File: config.mk
export PLATFORM = sky130hd
export DESIGN_NAME = prog_loader
export DESIGN_NICKNAME = d
export VERILOG_FILES = /design/src/rtl/cpu_pkg.sv /design/src/rtl/ram_port_mux.sv /design/src/rtl/prog_loader.sv
export SDC_FILE = /design/constraint.sdc
export NUM_CORES = 1
export LEC_CHECK = 0
export BUFFER_PORTS_ARGS = -buffer_cell sky130_fd_sc_hd__buf_2
export CAP_MARGIN = 0
export CORE_MARGIN = 1
export CORE_UTILIZATION = 25
export DETAILED_ROUTE_END_ITERATION = 10
export SETUP_SLACK_MARGIN = 0.02
export SLEW_MARGIN = 20
export SYNTH_ARGS = -nofsm -noshare
export SYNTH_HDL_FRONTEND = slang
export SYNTH_HIERARCHICAL = 1
export SYNTH_SLANG_ARGS = --single-unit
export TNS_END_PERCENT = 1
File: constraint.sdc
create_clock -name clk -period 4.6 [get_ports clk]
set_input_delay 1.15 -clock clk [delete_from_list [all_inputs] [get_ports clk]]
set_output_delay 1.15 -clock clk [all_outputs]
set_load 0.01 [all_outputs]
File: src/rtl/cpu_pkg.sv
// cpu_pkg: shared widths, loader length limit and loader state encoding.
package cpu_pkg;
  localparam int CPU_ADDR_W    = 13;
  localparam int CPU_DATA_W    = 16;
  localparam int CPU_MAX_WORDS = 8192;
  typedef enum logic [2:0] {
    HDR_HI  = 3'd0,
    HDR_LO  = 3'd1,
    DATA_HI = 3'd2,
    DATA_LO = 3'd3,
    CHK     = 3'd4,
    RUN     = 3'd5,
    ERR     = 3'd6
  } ld_state_e;
endpackage

File: src/rtl/ram_port_mux.sv
// ram_port_mux: hands the RAM port to the CPU once the loader's run flag is set.
module ram_port_mux
  import cpu_pkg::*;
#(
  parameter int ADDR_W = CPU_ADDR_W,
  parameter int DATA_W = CPU_DATA_W
) (
  input  logic              run_i,
  input  logic [ADDR_W-1:0] ld_addr_i,
  input  logic              ld_we_i,
  input  logic [DATA_W-1:0] ld_data_i,
  input  logic [ADDR_W-1:0] cpu_addr_i,
  input  logic              cpu_we_i,
  input  logic [DATA_W-1:0] cpu_data_i,
  output logic [ADDR_W-1:0] ram_addr_o,
  output logic              ram_we_o,
  output logic [DATA_W-1:0] ram_data_o
);
  assign ram_addr_o = run_i ? cpu_addr_i : ld_addr_i;
  assign ram_we_o   = run_i ? cpu_we_i   : ld_we_i;
  assign ram_data_o = run_i ? cpu_data_i : ld_data_i;
endmodule

File: src/rtl/prog_loader.sv
// prog_loader: boot loader that streams a length-prefixed, XOR-checked program into RAM, then releases the CPU.
module prog_loader
  import cpu_pkg::*;
#(
  parameter int ADDR_W    = CPU_ADDR_W,
  parameter int DATA_W    = CPU_DATA_W,
  parameter int MAX_WORDS = CPU_MAX_WORDS
) (
  input  logic              clk,
  input  logic              rst,
  input  logic [7:0]        byte_in,
  input  logic              byte_valid,
  output logic              byte_ready,
  input  logic [ADDR_W-1:0] cpu_addr,
  input  logic              cpu_wrEn,
  input  logic [DATA_W-1:0] cpu_data,
  output logic [ADDR_W-1:0] ram_addr,
  output logic              ram_wrEn,
  output logic [DATA_W-1:0] ram_data,
  output logic              cpu_rst,
  output logic              load_done,
  output logic              err,
  output logic [ADDR_W:0]   word_count
);
  localparam logic [15:0] MAX_N = 16'(MAX_WORDS);
  ld_state_e         state_q, state_d;
  logic [15:0]       cnt_q, cnt_d;
  logic [7:0]        hi_q, hi_d;
  logic [7:0]        xor_q, xor_d;
  logic [ADDR_W:0]   wc_q, wc_d;
  logic [ADDR_W-1:0] ld_addr_q, ld_addr_d;
  logic              ld_we_q, ld_we_d;
  logic [DATA_W-1:0] ld_data_q, ld_data_d;
  logic              run_q, err_q;
  logic              acc;
  logic [15:0]       hdr_n;
  logic              last_word;
  assign byte_ready = rst && (state_q inside {HDR_HI, HDR_LO, DATA_HI, DATA_LO, CHK});
  assign acc        = byte_valid && byte_ready;
  assign hdr_n      = {cnt_q[15:8], byte_in};
  assign last_word  = (16'(wc_q) + 16'd1) == cnt_q;
  always_comb begin
    state_d   = state_q;
    cnt_d     = cnt_q;
    hi_d      = hi_q;
    xor_d     = xor_q;
    wc_d      = wc_q;
    ld_addr_d = ld_addr_q;
    ld_we_d   = 1'b0;
    ld_data_d = ld_data_q;
    if (acc) begin
      xor_d = (state_q == CHK) ? xor_q : xor_q ^ byte_in;
      case (state_q)
        HDR_HI: begin
          cnt_d[15:8] = byte_in;
          state_d     = HDR_LO;
        end
        HDR_LO: begin
          cnt_d[7:0] = byte_in;
          state_d    = (hdr_n > MAX_N) ? ERR : (hdr_n == 16'd0) ? CHK : DATA_HI;
        end
        DATA_HI: begin
          hi_d    = byte_in;
          state_d = DATA_LO;
        end
        DATA_LO: begin
          ld_we_d   = 1'b1;
          ld_addr_d = wc_q[ADDR_W-1:0];
          ld_data_d = DATA_W'({hi_q, byte_in});
          wc_d      = wc_q + 1'b1;
          state_d   = last_word ? CHK : DATA_HI;
        end
        CHK:     state_d = ((xor_q ^ byte_in) == 8'd0) ? RUN : ERR;
        default: state_d = state_q;
      endcase
    end
  end
  always_ff @(posedge clk or negedge rst) begin
    if (!rst) begin
      state_q   <= HDR_HI;
      cnt_q     <= '0;
      hi_q      <= '0;
      xor_q     <= '0;
      wc_q      <= '0;
      ld_addr_q <= '0;
      ld_we_q   <= 1'b0;
      ld_data_q <= '0;
      run_q     <= 1'b0;
      err_q     <= 1'b0;
    end else begin
      state_q   <= state_d;
      cnt_q     <= cnt_d;
      hi_q      <= hi_d;
      xor_q     <= xor_d;
      wc_q      <= wc_d;
      ld_addr_q <= ld_addr_d;
      ld_we_q   <= ld_we_d;
      ld_data_q <= ld_data_d;
      run_q     <= state_d == RUN;
      err_q     <= state_d == ERR;
    end
  end
  // run_q comes from next state, so the CPU is released on the same edge that accepts a good checksum.
  assign cpu_rst    = ~run_q;
  assign load_done  = run_q;
  assign err        = err_q;
  assign word_count = wc_q;
  ram_port_mux #(.ADDR_W(ADDR_W), .DATA_W(DATA_W)) u_mux (
    .run_i     (run_q),
    .ld_addr_i (ld_addr_q),
    .ld_we_i   (ld_we_q),
    .ld_data_i (ld_data_q),
    .cpu_addr_i(cpu_addr),
    .cpu_we_i  (cpu_wrEn),
    .cpu_data_i(cpu_data),
    .ram_addr_o(ram_addr),
    .ram_we_o  (ram_wrEn),
    .ram_data_o(ram_data)
  );
endmodule
* Word-level counts from Yosys, hierarchy flattened *
Index checks and enable logic that the tools add are counted.

storage, ports and cells
  register bits = 81
  input bits = 41
  output and inout bits = 48
  word-level logic and storage cells = 46

cells by class
  add/subtract/negate cells = 2
  order comparisons = 1
  equal/unequal tests = 7
  mux-type cells = 11
  bitwise operators = 3
  reduce and logical (&&, ||, !) cells = 11

operator list
  cell                                                             count
  equality test 15 x 16 -> 1 bit                                   1
  greater-than comparator 16 x 14 -> 1 bit, second input constant  1
  zero test 16 bit                                                 1
  2-to-1 mux 16 bit                                                1
  adder 14 x 1 -> 15 bit, second input constant                    1
  one-hot mux 3 bit (5 select lines)                               1
  adder 14 x 1 -> 14 bit, second input constant                    1
  2-to-1 mux 13 bit                                                1
  2-to-1 mux 3 bit                                                 4
  AND reduction 2 bit                                              5
  equality test 3 bit, second input constant                       3
  zero test 8 bit                                                  1
  bitwise XOR 8 bit                                                1
  equality test 3 x 2 -> 1 bit, second input constant              2
  nonzero test 5 bit                                               1
  equality test 3 x 1 -> 1 bit, second input constant              1
  zero test 3 bit                                                  1
  2-to-1 mux 1 bit                                                 3
  logical AND 1 bit                                                2
  2-to-1 mux 2 bit                                                 1
  NOT 1 bit                                                        2

* Longest topological paths before layout *
Gate-level depths: netlist of run 1.

  word-level depth = 6
  depth in mapped cells = 8
  depth with buffers taken out = 8

* Cells and area by module *
Netlist of run 1, hierarchy kept.

by module, submodules not included
  module        times used  cells each  area each (sq um)  sequential area each (sq um)
  prog_loader   1           366         3837.4             2026.9
  ram_port_mux  1           33          484.2              0.0

* Worst setup path after synthesis of run 1 *
No wires, ideal clock.

  kind = input -> output
  from = in cpu_addr[0]
  to = out ram_addr[0]
  arrival time = 1.407 ns
  data required time = 3.450 ns
  path slack = 2.043 ns
  cell stages on the path = 1
  buffers on the path = 0
  cell sequence = mux2_4

on the way
  cells in the longest elaborated chain, start to end = 1

RTL lines
  element            line                source
  start, declared    prog_loader.sv:14   input logic [ADDR_W-1:0] cpu_addr,
  2-to-1 mux 13 bit  ram_port_mux.sv:19  assign ram_addr_o = run_i ? cpu_addr_i : ld_addr_i;
  end, declared      prog_loader.sv:17   output logic [ADDR_W-1:0] ram_addr,

Every way passes these cells.

* Final worst setup path of run 1 *
  from = in rst
  to = reg err_q (netlist: err)

on the way
  cells in the longest elaborated chain, start to end = 4

RTL lines
  element               line                source
  start, declared       prog_loader.sv:10   input logic rst,
  logical AND 1 bit     prog_loader.sv:38   assign byte_ready = rst && (state_q inside {HDR_HI, HDR_LO, DATA_HI, DATA_LO, CHK});
  logical AND 1 bit     prog_loader.sv:39   assign acc = byte_valid && byte_ready;
  2-to-1 mux 3 bit      prog_loader.sv:51   if (acc) begin
  equality test 3 bit   prog_loader.sv:100  err_q <= state_d == ERR;
  end signal, assigned  prog_loader.sv:89   err_q <= 1'b0;
  end signal, assigned  prog_loader.sv:100
  end, declared         prog_loader.sv:34   logic run_q, err_q;

Every way passes these cells.
A chain may end at the register's enable or synchronous reset.

==> reports/results.ini, run 1 <==
[cts]
cts_hold_buf = 0
numClockSinks = 81
cts_tree = done
cts-root-buf = clkbuf_16
tritoncts.num_buffers = 9
worstSkewPairLatency_ns = 0.33
clockBufferDepth = 2
cts_resized = 0
cts_setup_buffers = 0
clkTransAtPathRegs_ns = 0.06
htreeDepth = 3

[worst_setup_path]
worstPathArrival_ns = 3.49
path_class = primary input to flip-flop
required_ns = 4.80
critical_path.slowest_cell = buf_4
endpoint_kind = flip-flop
worstPathCellList = buf_4, buf_4, nand3b_1, nor3_4, o31a_1, nor2_1, nor3_1
crit_path_max_incr_delay_ns = 0.60
startpoint_type = primary input
path_common_cell = buf_4
crit_fanout = 49

[detailed_routing]
firstDrtPassIters = 4
drtIter0Drc = 200
finalWirelength_mm = 9.97
post_drt_wl_per_cell_um = 14.1
num_vias = 3118
antenna_left = 0
vias_per_cell = 4.42
post-route-drc-count = 0

[cells_and_area]
layout-drive-gt1-share_pct = 35.5
syn_to_final_growth_pct = 21.1
fin_nets = 524
diodes = 0
layout.cells.non_filler = 705
fillers = 1736

[sta]
setup_tns_ns = 0
worst_slew_pin_slew_ns = 0.981
final-max-slew-violation-count = 0
fin_crit_ns = 3.29
whs_ns = 0.476
period_share_pct = 71.4
hold_viol_final = 0
clock.fmax_ghz = 0.304
finClkSkew_ns = 0.00488
finalWorstSetupSlack_ns = 1.31
max_slew_margin_pct = 34.6
setup_viol = 0
rsz0062_at_grt = no

[synthesis]
syn_area_um2 = 4320
synth_seq_cells = 81
async_flop_share_pct = 100
syn_inst = 399
synth_edf_count = 0
yosysWarningCount = 6
seq_area_frac_synth_pct = 46.9
postSynthAreaPerCell_um2 = 10.8
ys_types = 53
synthesis.nets = 441
ys.flop_type = dfrtp_1

[placed_design]
routabilityCongestion = 0.831
numPlacedInstances = 691
pre_cts_slack_ns = 0.942
dp_hpwl_mm = 7.28
io_buffers = 88

[global_routing]
grt_usage_pct = 11.8
gr-total-overflow = 0
grt_max_degree = 50
antenna_found_initial = 0
grt_pass1_vias = 3143
grt_pass1_wl_mm = 16.7

[floorplan]
rows = 47
dieArea_um2 = 17800
initial_core_util_pct = 25.8
io_pins = 89
core_um2 = 16800
die_height_um = 133
die_w_um = 133

[power_and_ir_drop]
p_total_mw = 2.93
p_per_area_nw_per_um2 = 559
leakage_nw = 2.51
irDropWorstVdd_mv = 0.213

[run_status]
status = complete, no violations

[worst_hold_path]
hold_path_class = flip-flop to flip-flop

[run]
max_cap_violations = 0

-- metrics by stage --
step	utilization, %	cell area (um2)
finish	31.2	5230
global route	31.2	5230
CTS	31.2	5230
detailed placement	29.4	4930
global placement	29.4	4930
floorplan	-	4320
-- critical path, delay by kind of cell --
family	cells	cell delay, ns
AO/OA/AOI/OAI	1	0.23
buffers and inverters	2	0.98
AND/OR/NAND/NOR	4	1.09
-- Yosys cell counts, drive strengths merged, types with 3 or more instances --
library cell  count  share of area [%]
and4              4               0.87
inv               8               0.69
o21ai             7               0.81
dfrtp            81                 47
clkbuf            4               0.35
and3              3               0.43
nor4              4               0.72
nand3             8                1.3
nand4            10                1.4
nor2              7               0.67
buf              15                2.6
xnor2            33                6.7
xor2             11                2.4
mux2             53                 16
nor3              8                1.3
a211oi            4               0.81
nand2           108                9.4
nor2b             3               0.61
a21oi             3               0.35
-- path summary, 6_finish.rpt --
check                           start             end  slack [ns]  cells past startpoint
setup / recovery                  rst             err        1.31                      7
hold / removal                hi_q[3]   ld_data_q[11]        0.48                      2
setup reg to reg           state_q[2]  word_count[10]        2.17                      6
hold reg to reg               hi_q[3]   ld_data_q[11]        0.48                      2
max in group asynchronous         rst       load_done        2.81                      2
min in group asynchronous         rst    ld_data_q[9]        0.77                      1
-- cell type report --
| cell class | count | area, um2 | area share, % |
|---|---|---|---|
| Clock inverter | 4 | 70.1 | 1.34 |
| Sequential cell | 81 | 2030 | 38.8 |
| Multi-Input combinational cell | 291 | 2140 | 40.8 |
| Timing Repair Buffer | 91 | 465 | 8.89 |
| Inverter | 8 | 30.0 | 0.574 |
| Clock buffer | 10 | 229 | 4.37 |
| Tap cell | 220 | 275 | 5.26 |
-- power breakdown --
part	internal [mW]	total [mW]	switching [mW]
clock	0.467	0.734	0.267
sequential	0.964	1.22	0.254
combinational	0.526	0.975	0.448
-- layer usage --
layer | vias up | share of wire, % | GRT usage (%)
li1 | 1531 | - | -
met1 | 1478 | 43 | 15.5
met2 | 98 | 48 | 19.0
met3 | 11 | 7.2 | 2.63
met4 | 0 | 1.6 | 4.23
met5 | - | 0 | 0
-- sequential cells by signal, summed over array words and instances, names as in the netlist --
name / count
ld_data_q: 16
ld_we_q: 1
hi_q: 8
err: 1
load_done: 1
xor_q: 8
cnt_q: 16
ld_addr_q: 13
state_q: 3
word_count: 14
-- layout by cell type, fill, tap and decap left out, drive strengths merged, types with 3 or more instances in the layout --
master  count
and3        3
mux2       53
nand2     108
nor2b       3
a21oi       3
inv         8
buf        91
xnor2      33
nor2        7
nor4        4
a211oi      4
nand4      10
o21ai       7
nor3        8
and4        4
dfrtp      81
clkbuf     10
xor2       11
nand3       8
-- cell families (layout without fill, tap and decap cells) --
family | Yosys count | after routing | share of synthesized area (%)
XOR/XNOR | 44 | 44 | 9.09
buffers and inverters | 27 | 113 | 3.68
adder cells (fa/ha/maj) | 1 | 1 | 0.289
multiplexers | 55 | 55 | 16.9
AND/OR/NAND/NOR | 162 | 162 | 17.9
AO/OA/AOI/OAI | 29 | 29 | 5.27
flip-flops | 81 | 81 | 46.9
Power figures use the tool's default switching activity.
==> run 2, diff against run 1 <==
- clock period: 4.6 -> 3 ns (I/O delays scaled with it)
==> reports/results.ini, run 2 (synthesis gave the netlist of run 1 again) <==
[power_and_ir_drop]
leakage_nw = 2.53
p_per_area_nw_per_um2 = 858
irDropWorstVdd_mv = 0.302

[floorplan]
dieArea_um2 = 17800
io_pins = 89
die_w_um = 133
rows = 47
initial_core_util_pct = 25.8
core_um2 = 16800
die_height_um = 133

[worst_setup_path]
worstPathCellList = buf_12, mux2_4, buf_2
r2r_cells = 7
endpoint_kind = output pin
critPathTopFamily = flip-flops
crit_fanout = 22
crit_start = load_done
startpoint_type = flip-flop
r2r-start = word_count[0]
crit_path_max_incr_delay_ns = 0.62
required_ns = 2.25
worstPathArrival_ns = 1.68
path_class = flip-flop to output pin
path_buf_inv = 2
cp.depth = 3
critical_path.slowest_cell = dfrtp_2

[cts]
tritoncts.num_buffers = 9
cts_resized = 0
clockBufferDepth = 2
cts_tree = done
htreeDepth = 3
numClockSinks = 81
cts-root-buf = clkbuf_16
cts_setup_buffers = 0
worstSkewPairLatency_ns = 0.34
clkTransAtPathRegs_ns = 0.06
cts_hold_buf = 0

[detailed_routing]
finalWirelength_mm = 10.2
post-route-drc-count = 0
antenna_left = 0
vias_per_cell = 4.43
firstDrtPassIters = 4
num_vias = 3150
post_drt_wl_per_cell_um = 14.3
drtIter0Drc = 152

[placed_design]
routabilityCongestion = 0.808
dp_hpwl_mm = 7.37
io_buffers = 88

[run_status]
status = complete, no violations

[global_routing]
grt_usage_pct = 12.3
gr-total-overflow = 0
grt_pass1_vias = 3240
antenna_found_initial = 0
grt_max_degree = 40
grt_pass1_wl_mm = 17.1

[cells_and_area]
layout-drive-gt1-share_pct = 36.0
fin_nets = 528
syn_to_final_growth_pct = 22.6
layout_common_cells = 108 x nand2_1, 87 x buf_2, 80 x dfrtp_1
diodes = 0
final_common_cell = nand2_1

[sta]
period_share_pct = 81.2
clock.fmax_ghz = 0.411
setup_tns_ns = 0
worst_slew_pin_slew_ns = 0.675
finClkSkew_ns = 0.00794
fin_crit_ns = 2.43
hold_viol_final = 0
rsz0062_at_grt = no
final-max-slew-violation-count = 0
max_slew_margin_pct = 54.8
whs_ns = 0.235
setup_viol = 0

[run]
max_cap_violations = 0

[worst_hold_path]
hold_path_class = primary input to async pin

-- run 2: stage by stage --
step | setup slack (ns) | cell area [um2] | util [%] | power, mW | std cells
6_report | 0.565 | 5300 | 31.6 | 4.55 | 711
5_1_grt | 0.496 | 5300 | 31.6 | 4.86 | 711
4_1_cts | 0.545 | 5300 | 31.6 | 4.60 | 711
3_5_place_dp | 0.685 | 4980 | 29.7 | 3.39 | 695
3_3_place_gp | 0.766 | 4980 | 29.7 | 3.33 | 695
2_1_floorplan | 1.06 | 4320 | - | 2.95 | 399
-- run 2: cell type report --
| type | instances | area [um2] |
|---|---|---|
| inverter | 8 | 30.0 |
| tap | 220 | 275 |
| multi-input combinational | 291 | 2140 |
| clock inverter | 4 | 76.3 |
| fill | 1736 | 11500 |
| sequential | 81 | 2030 |
| clock buffer | 12 | 246 |
| timing repair buffer | 95 | 508 |
-- run 2: per-layer routing --
metal	up-vias	global-route usage [%]	wire [um]
li1	1545	-	-
met1	1514	14.8	4480
met2	80	20.6	4990
met3	11	3.54	493
met4	0	4.73	191
met5	-	0	0
-- run 2: report_power, final --
part	total (mW)	switching, mW	internal [mW]
Clock	1.18	0.428	0.753
Sequential	1.86	0.380	1.48
Combinational	1.51	0.690	0.816
-- run 2: final timing paths --
| path | end | slack (ns) |
|---|---|---|
| worst max-delay path | ram_data[8] | 0.57 |
| worst min-delay path | xor_q[2] | 0.23 |
| worst max register to register | state_q[1] | 0.75 |
| worst min register to register | ld_data_q[8] | 0.47 |
| max in group asynchronous | ld_addr_q[3] | 2.04 |
| min in group clk | ld_data_q[8] | 0.47 |
